==> src/rtl/coin_pkg.sv <==
// Shared constants and helpers for the coin acceptor front end.
package coin_pkg;

  localparam int DEBOUNCE_DEFAULT = 16;

  // Counter must hold values up to cycles-1; never narrower than one bit.
  function automatic int cnt_width(input int cycles);
    int w;
    w = $clog2(cycles);
    return (w < 1) ? 1 : w;
  endfunction

endpackage

==> src/rtl/coin_debounce.sv <==
// One sensor channel: 2-FF synchroniser, persistence-count debouncer and
// a rising-edge strobe on the debounced level.
module coin_debounce
  import coin_pkg::*;
#(
  parameter int DEBOUNCE_CYCLES = DEBOUNCE_DEFAULT,
  localparam int CNT_W = cnt_width(DEBOUNCE_CYCLES)
) (
  input  logic clk,
  input  logic reset_n,
  input  logic raw,
  output logic level,
  output logic hit
);

  localparam logic [CNT_W-1:0] CNT_LAST = CNT_W'(DEBOUNCE_CYCLES - 1);

  logic [1:0]       sync_q, sync_d;
  logic             stable_q, stable_d;
  logic [CNT_W-1:0] cnt_q, cnt_d;
  logic             synced;

  assign synced = sync_q[1];
  assign level  = stable_q;

  always_ff @(posedge clk or negedge reset_n) begin
    if (!reset_n) begin
      sync_q   <= '0;
      stable_q <= 1'b0;
      cnt_q    <= '0;
    end else begin
      sync_q   <= sync_d;
      stable_q <= stable_d;
      cnt_q    <= cnt_d;
    end
  end

  // The counter only advances while the synced input disagrees with the
  // debounced level; any agreement restarts it, so short glitches are lost.
  always_comb begin
    sync_d   = {sync_q[0], raw};
    stable_d = stable_q;
    cnt_d    = '0;
    hit      = 1'b0;
    if (synced != stable_q) begin
      if (cnt_q == CNT_LAST) begin
        stable_d = synced;
        hit      = synced;
      end else begin
        cnt_d = cnt_q + CNT_W'(1);
      end
    end
  end

endmodule

==> src/rtl/coin_acceptor.sv <==
// Coin acceptor front end: two debounced sensor channels feeding one-deep
// pending flags, a fixed-priority issue stage and an overflow reject pulse.
module coin_acceptor
  import coin_pkg::*;
#(
  parameter int DEBOUNCE_CYCLES = DEBOUNCE_DEFAULT
) (
  input  logic clk,
  input  logic reset_n,
  input  logic coin5_raw,
  input  logic coin10_raw,
  input  logic busy,
  output logic five,
  output logic ten,
  output logic reject
);

  logic level5, level10;
  logic hit5, hit10;

  logic pend5_q, pend5_d;
  logic pend10_q, pend10_d;
  logic five_q, five_d;
  logic ten_q, ten_d;
  logic reject_q, reject_d;

  logic consume5, consume10;
  logic overflow5, overflow10;

  coin_debounce #(
    .DEBOUNCE_CYCLES(DEBOUNCE_CYCLES)
  ) u_deb5 (
    .clk     (clk),
    .reset_n (reset_n),
    .raw     (coin5_raw),
    .level   (level5),
    .hit     (hit5)
  );

  coin_debounce #(
    .DEBOUNCE_CYCLES(DEBOUNCE_CYCLES)
  ) u_deb10 (
    .clk     (clk),
    .reset_n (reset_n),
    .raw     (coin10_raw),
    .level   (level10),
    .hit     (hit10)
  );

  always_ff @(posedge clk or negedge reset_n) begin
    if (!reset_n) begin
      pend5_q  <= 1'b0;
      pend10_q <= 1'b0;
      five_q   <= 1'b0;
      ten_q    <= 1'b0;
      reject_q <= 1'b0;
    end else begin
      pend5_q  <= pend5_d;
      pend10_q <= pend10_d;
      five_q   <= five_d;
      ten_q    <= ten_d;
      reject_q <= reject_d;
    end
  end

  // The 5 channel wins whenever both are pending; a strobe landing on a
  // flag that is being consumed the same edge simply re-arms it.
  always_comb begin
    consume5   = !busy && pend5_q;
    consume10  = !busy && !pend5_q && pend10_q;
    overflow5  = hit5 && pend5_q && !consume5;
    overflow10 = hit10 && pend10_q && !consume10;

    pend5_d  = hit5 || (pend5_q && !consume5);
    pend10_d = hit10 || (pend10_q && !consume10);
    five_d   = consume5;
    ten_d    = consume10;
    reject_d = overflow5 || overflow10;
  end

  assign five   = five_q;
  assign ten    = ten_q;
  assign reject = reject_q;

  // A strobe is only produced while the debounced level is still low.
  a_hit5_from_low: assert property (@(posedge clk) disable iff (!reset_n)
    hit5 |-> !level5);
  a_hit10_from_low: assert property (@(posedge clk) disable iff (!reset_n)
    hit10 |-> !level10);
  a_exclusive: assert property (@(posedge clk) disable iff (!reset_n)
    !(five && ten));

endmodule

==> config.mk <==
export PLATFORM = sky130hd
export DESIGN_NAME = coin_acceptor
export DESIGN_NICKNAME = d
export VERILOG_FILES = /design/src/rtl/coin_pkg.sv /design/src/rtl/coin_debounce.sv /design/src/rtl/coin_acceptor.sv
export SDC_FILE = /design/constraint.sdc
export NUM_CORES = 1
export LEC_CHECK = 0
export ABC_AREA = 1
export ABC_CLOCK_PERIOD_IN_PS = 1600
export CAP_MARGIN = 20
export CORE_MARGIN = 2
export CORE_UTILIZATION = 30
export DETAILED_ROUTE_END_ITERATION = 7
export GPL_ROUTABILITY_DRIVEN = 0
export PLACE_DENSITY_LB_ADDON = 0.2
export SYNTH_ARGS = -nofsm -noshare
export SYNTH_HDL_FRONTEND = slang
export SYNTH_SLANG_ARGS = --single-unit
==> constraint.sdc <==
create_clock -name clk -period 1.6 [get_ports clk]
set_input_delay 0.16 -clock clk [delete_from_list [all_inputs] [get_ports clk]]
set_output_delay 0.16 -clock clk [all_outputs]
set_load 0.005 [all_outputs]
# After elaboration in Yosys (flattened, before gate mapping)
# Cells that the tools add are included.
[word_totals]
out_inout_bits = 3
regBits = 19
elab_cells = 43
in_bits = 5
[op_classes]
reduce_logical = 18
addsub = 2
n_eq_ne = 4
mux = 8
[op_table]
columns = ["operator", "n"]
rows = [
  ["4-bit two-way mux", 4],
  ["1-bit logical AND", 9],
  ["4-bit by 1-bit adder with 4-bit output (second input constant)", 2],
  ["4-bit == test (second input constant)", 2],
  ["1-bit logical NOT", 4],
  ["1-bit two-way mux", 4],
  ["2-bit AND reduction", 2],
  ["1-bit logical OR", 3],
  ["1-bit != test", 2],
]

# Logic depth before layout (Yosys ltp)
# Gate-level depths: netlist of the first run.
[depth]
word_depth = 6
ltp_mapped = 5
ltp_nobuf = 5

# Cells and area by module
# Synthesis of the first run repeated with hierarchy kept, for this count alone.
[unflattened]
hier_cells = 82
area_unflattened_um2 = 810.8
[by_module_without_submodules]
columns = ["module", "n_inst", "cells_per_inst", "area_each_um2"]
rows = [
  ["coin_debounce", 2, 32, 307.8],
  ["coin_acceptor", 1, 18, 195.2],
]

# Least setup slack after synthesis of the first run
# No wires, ideal clock.
[synth_path]
path_kind = "reg2reg"
start = "register u_deb5.cnt_q[0]"
end = "register u_deb5.cnt_q[2]"
setup_time_ps = 114
synth_period_minus_slack_ps = 1049
t_required_ps = 1486
arrival_time_ps = 935
path_stages_with_launch = 5
n_path_buf = 0
setup_slack_ps = 551
cell_sequence = "dfrtp_1 > ha_1 > or2_1 > nand3_1 > inv_1"
[synth_via]
elab_chain_cells = 3
[synth_lines]
columns = ["element", "line_no", "source"]
rows = [
  ["start: declaration", "coin_debounce.sv:20", "logic [CNT_W-1:0] cnt_q, cnt_d;"],
  ["start signal: assignment", "coin_debounce.sv:34", "cnt_q <= cnt_d;"],
  ["4-bit by 1-bit adder with 4-bit output / 4-bit == test (equally long branches)", "coin_debounce.sv:50, coin_debounce.sv:46", ""],
  ["4-bit two-way mux *", "coin_debounce.sv:46", "if (cnt_q == CNT_LAST) begin"],
  ["4-bit two-way mux *", "coin_debounce.sv:45", "if (synced != stable_q) begin"],
  ["named net u_deb5.cnt_d[2]", "coin_debounce.sv:20", ""],
]
# The timed path passes the listed nets; every way through them passes the cells marked *.
# A chain may end at the register's enable or synchronous reset.

# Final worst setup path of the first run
[layout_path]
start = "register five_q, in the netlist five"
end = "output five"
[layout_lines]
columns = ["element", "line_no", "source"]
rows = [
  ["start: declaration", "coin_acceptor.sv:23", "logic five_q, five_d;"],
  ["start signal: assignment", "coin_acceptor.sv:60", "five_q <= five_d;"],
  ["end: declaration", "coin_acceptor.sv:13", "output logic five,"],
]
# No word-level cell between the ends.

==> run summary, run 1 <==
Clock buffer count from CTS - 3
Die W - 54.2 um
Max stage delay on crit path - 0.49 ns
Htree depth - 1
Cell count of the worst reg-to-reg path - 4
First-pass GRT wire length - 1950 um
Routed length per placed instance - 9.05 um
Worst rel slew slack - 84.2%
Iter 0 DRT Violations - 6
Die area - 2940 um2
Status - complete, no violations
Initial antenna violation count - 0
Antenna fix cells - 0
Worst Skew - 0.00416 ns
# DRC - 0
Ports - 8
RSZ-0062 raised after global routing - false
Max cap viols - 0
Post-CTS Resized - 0
WP data arrival - 1.11 ns
Die H - 54.2 um
Min Clock Period, post-route - 1.27 ns
Leading cell type in the layout, fill and taps excluded - nand2_1
CTS clock-pin slew for the worst setup and hold paths - 0.10 ns
Fill cell count - 272
Reg2reg end - u_deb10.cnt_q[2]
Cts hold-fix bufs - 0
Xor/xnor share of the synthesized area - 0%
Adder-cell area share of the yosys netlist - 3.31%
Endpoints failing setup - 0
I/O Buffers - 7
Period utilization - 79.5%
Mean Syn Cell Area - 9.70 um2
Detail Route Antenna Nets - 0
Sequential fraction of the synthesis area - 62.8%
CP bufs+invs - 1
Synth Register Bits - 19
Flop2flop setup slack - 0.50 ns
Synthesized area - 757 um2
Final hold violations - 0
Critical Path RT - 1.44 ns
Tightest Hold Check Type - in -> async
Core area - 2430 um2
Fraction of layout cells with a size suffix above 1 - 6.67%
Post-synth net total - 85
Worst path cell trace - clkdlybuf4s50_1
Cell count after synthesis - 78
Nets - 98
Post-synthesis compound-gate area fraction - 4.79%
Simple-gate share of the synthesized area - 23.6%
Worst-margin pin slew - 0.238 ns
Layout overhead on the synthesized area - 18.7%
Final Max Tran Viols - 0
Vias per cell - 4.23
Multiplexer share of the synthesized area - 0%
DRT Pass-1 Iters - 4
CTS Root Cell - clkbuf_4
WS Path Type - reg -> out
Yosys warns - 0
Family with the most delay on the worst path - buffers and inverters
Hpwl dp - 842 um
VDD IR max - 0.000615 V
Kind of start point of the critical path - register
Gr ovfl total - 0
P_leak - 0.450 nW
CTS tree - built
Most frequent cells in the layout - nand2_1, dfrtp_1, inv_1, nor2_1, clkdlybuf4s50_1
Fmax - 787 MHz
CP max-delay cell - clkdlybuf4s50_1
Largest family of logic cells by synthesized area - simple AND/OR/NAND/NOR gates
RR Startpoint - u_deb10.cnt_q[0]
Initial core utilization - 31.1%
Largest net degree at the start of global routing - 20
Setup TNS Final - 0 ns
Global Route Usage Sum - 9.81%
Maximum clock path buffer count - 2
Post-synthesis cell type count - 13
Number of global-route vias before repair - 474
Worst-path fanout max - 1
TritonCTS Sinks - 19
WHS - 0.197 ns
Routed WL - 1090 um
Row count - 18
Critical Path End Type - output port
Worst skew pair latency - 0.28 ns
P per Cell Area - 874 nW/um2
Post-CTS Setup Inserts - 0
DR vias - 508
metal layers:
metal	GRT usage, %	wire length [um]
met4	2.50	14
met1	11.4	520
met5	0	0
met2	15.5	482
met3	5.74	68
state kept, by name, summed over array words and instances, names as in the netlist, 2 cells and up:
signal          cells
u_deb10.cnt_q       4
u_deb5.sync_q       2
u_deb5.cnt_q        4
u_deb10.sync_q      2
final cells by class:
type / instances / area [um2] / area share [%]
tap: 30 / 37.5 / 4.18
sequential: 19 / 475 / 52.9
inverter: 11 / 41.3 / 4.60
clock buffer: 4 / 26.3 / 2.92
multi-input combinational: 48 / 240 / 26.7
timing repair buffer: 8 / 77.6 / 8.64
kinds of logic after synthesis:
kind of cell | count (synthesis)
AO/OA/AOI/OAI | 6
adder cells (fa/ha/maj) | 2
buffers and inverters | 11
flip-flops | 19
AND/OR/NAND/NOR | 40
cell usage after synthesis:
cell / number / area, um2
inv_1: 11 / 41.3
nand3_1: 4 / 20.0
o21ai_0: 3 / 15.0
or2_1: 2 / 12.5
nand3_2: 2 / 20.0
o22ai_1: 1 / 6.26
dfrtp_1: 19 / 475
ha_1: 2 / 25.0
a21boi_0: 2 / 15.0
nor2_1: 9 / 33.8
nor3_1: 1 / 5.00
nand2_1: 20 / 75.1
nand4_1: 2 / 12.5
where the power goes:
group          internal, mW  switching (mW)
clock network        0.0968           0.128
logic                0.0238          0.0266
registers             0.497          0.0133
worst max-delay path by stage:
stage               cells after the start               to  slack [ns]       startpoint
finish                                  1             five        0.33             five
global route                            1             five        0.25             five
CTS                                     1             five        0.30             five
detailed placement                      4  u_deb5.cnt_q[2]        0.51  u_deb5.cnt_q[0]
global placement                        4  u_deb5.cnt_q[2]        0.52  u_deb5.cnt_q[0]
floorplan                               4  u_deb5.cnt_q[2]        0.55  u_deb5.cnt_q[0]
stage by stage:
stage               total power [mW]  setup slack, ns  instances  util [%]  area [um2]
floorplan                      0.543            0.551         78         -         757
detailed placement             0.573            0.514        116      35.9         872
global placement               0.571            0.524        116      35.9         872
global route                   0.843            0.246        120      36.9         898
finish                         0.786            0.329        120      36.9         898
CTS                            0.807            0.301        120      36.9         898
No activity file was read; power rests on OpenSTA's default activity.
==> inputs of run 2 (changes only) <==
- ABC_CLOCK_PERIOD_IN_PS: 1600 -> 1100
- clock period: 1.6 -> 1.1 ns (I/O delays scaled with it)
==> run summary, run 2 (synthesized netlist as in run 1, its figures left out) <==
Status - complete, no violations
Core area - 2430 um2 (unchanged)
Hpwl dp - 825 um (-2.1%)
Cell Area, Placed - 887 um2 (+1.7%)
WHS - 0.144 ns (-0.0528 ns)
P_sw - 265 uW (+58%)
Endpoints failing setup - 0 (unchanged)
Row count - 18 (unchanged)
Die W - 54.2 um (unchanged)
Global Route Usage Sum - 10.1% (+0.33 points)
Largest regs - u_deb10.cnt_q x4, u_deb5.cnt_q x4
Kind of start point of the critical path - register
Final hold violations - 0 (unchanged)
TritonCTS Sinks - 19 (unchanged)
Max cap viols - 0 (unchanged)
P per Cell Area - 1270 nW/um2 (+46%)
Worst rel slew slack - 83.7% (-0.49 points)
CTS clock-pin slew for the worst setup and hold paths - 0.10 ns (about the same)
Layout overhead on the synthesized area - 21.8%
P_leak - 0.474 nW (+5.2%)
Antenna fix cells - 0 (unchanged)
Met2 routed WL - 485 um (+0.62%)
Htree depth - 1 (unchanged)
Max Used Layer - met4
Nets - 100 (+2.0%)
Fmax - 963 MHz
Worst path cell trace - ha_4, or2_1, nand3_1, inv_1
Clock power frac - 29.1% (+0.5 points)
Detail Route Antenna Nets - 0 (unchanged)
CP max-delay cell - dfrtp_1
Reg2reg end - u_deb5.cnt_q[2]
Die H - 54.2 um (unchanged)
# DRC - 0 (unchanged)
Number of global-route vias before repair - 470 (-0.84%)
Max stage delay on crit path - 0.43 ns (-0.06 ns)
Die area - 2940 um2 (unchanged)
Critical Path End Type - register
CTS tree - built
Gr ovfl total - 0 (unchanged)
Cell count of the worst reg-to-reg path - 4 (unchanged)
Cts hold-fix bufs - 0 (unchanged)
WS Path Type - reg -> reg
Routed length per placed instance - 9.48 um (+4.7%)
Critical Path RT - 1.30 ns (-0.14 ns)
Maximum clock path buffer count - 2 (unchanged)
RR Startpoint - u_deb5.cnt_q[1]
Largest net degree at the start of global routing - 20 (unchanged)
Vias per cell - 4.26 (+0.68%)
Initial core utilization - 31.1% (unchanged)
Initial antenna violation count - 0 (unchanged)
Min Clock Period, post-route - 1.04 ns
Switching share of power - 22.6% (+1.2 points)
Gate power share - 7.5% (+1.1 points)
Iter 0 DRT Violations - 16 (+10)
Worst-margin pin slew - 0.245 ns (+0.00734 ns)
Worst Skew - 0.00425 ns (+0.0000888 ns)
VDD IR max - 0.000649 V (+5.5%)
Setup TNS Final - 0 ns (unchanged)
Clock buffer count from CTS - 3 (unchanged)
Met3 wire length - 81 um (+19%)
FF/Latch Area - 475 um2 (unchanged)
Worst skew pair latency - 0.29 ns (about the same)
Post-CTS Resized - 3 (+3)
Placed insts - 118 (+1.7%)
Area of the multi-input gates - 253 um2 (+5.2%)
Fill cell count - 255 (-6.3%)
Post-CTS Setup Inserts - 0 (unchanged)
Flop pwr share - 63.4% (-1.6 points)
Tightest Hold Check Type - in -> async
Final Non-Filler Cells - 122 (+1.7%)
Fraction of layout cells with a size suffix above 1 - 9.78% (+3.1 points)
P_int - 908 uW (+47%)
Leading cell type in the layout, fill and taps excluded - nand2_1
Met1 WL - 565 um (+8.7%)
CTS Root Cell - clkbuf_4
Ports - 8 (unchanged)
DRT Pass-1 Iters - 4 (unchanged)
I/O Buffers - 7 (unchanged)
Most frequent cells in the layout - nand2_1, dfrtp_1, inv_1, nor2_1
Period utilization - 94.4%
WP data arrival - 1.24 ns (+0.13 ns)
Final Max Tran Viols - 0 (unchanged)
Routed WL - 1160 um (+6.4%)
First-pass GRT wire length - 2020 um (+3.9%)
DR vias - 520 (+2.4%)
Flop2flop setup slack - 0.06 ns (-0.44 ns)
Finished Cell Area - 922 um2 (+2.6%)
Worst-path fanout max - 3 (+2)
==> run 2: power groups by stage <==
stage | combinational (mW) | sequential (mW) | clock [mW]
final | 0.0880 | 0.743 | 0.342
after floorplan | 0.0366 | 0.753 | 0
after global placement | 0.0856 | 0.753 | 0
after detailed placement | 0.0874 | 0.754 | 0
after global routing | 0.103 | 0.748 | 0.411
after CTS | 0.0879 | 0.741 | 0.369
==> run 2: layer usage <==
layer,track usage [%],up-vias
li1,-,274
met1,13.2,223
met2,13.9,19
met3,4.10,4
met4,6.25,0
met5,0,-
==> run 2: worst max-delay path by stage <==
stage	from	end	slack [ns]	cells after the start
floorplan	u_deb5.cnt_q[0]	u_deb5.cnt_q[2]	0.05	4
global placement	u_deb5.cnt_q[1]	u_deb5.cnt_q[2]	0.06	4
detailed placement	u_deb5.cnt_q[1]	u_deb5.cnt_q[2]	0.04	4
CTS	u_deb5.cnt_q[1]	u_deb5.cnt_q[2]	0.02	4
global route	u_deb5.cnt_q[1]	u_deb5.cnt_q[2]	-0.0007	4
finish	u_deb5.cnt_q[1]	u_deb5.cnt_q[2]	0.06	4
==> run 2: worst max-delay path: cells and delay by family, from the launching register on <==
kind          cells  cell delay (ns)
simple gates      2             0.30
flops             1             0.43
buf+inv           1             0.04
fa+ha+maj         1             0.18
==> run 2: area by class of cell <==
cell class | instances | share of cell area [%]
clock buffers | 4 | 2.85
inverters | 11 | 4.48
flip-flops and latches | 19 | 51.6
repair buffers | 10 | 9.63
multi-input cells | 48 | 27.4
well taps | 30 | 4.07
==> run 2: stage by stage <==
stage | utilization (%) | setup WS [ns] | power [mW]
floorplan | - | 0.0510 | 0.789
global placement | 36.5 | 0.0589 | 0.838
detailed placement | 36.5 | 0.0377 | 0.842
CTS | 37.4 | 0.0197 | 1.20
global route | 37.9 | -0.000738 | 1.26
finish | 37.9 | 0.0611 | 1.17
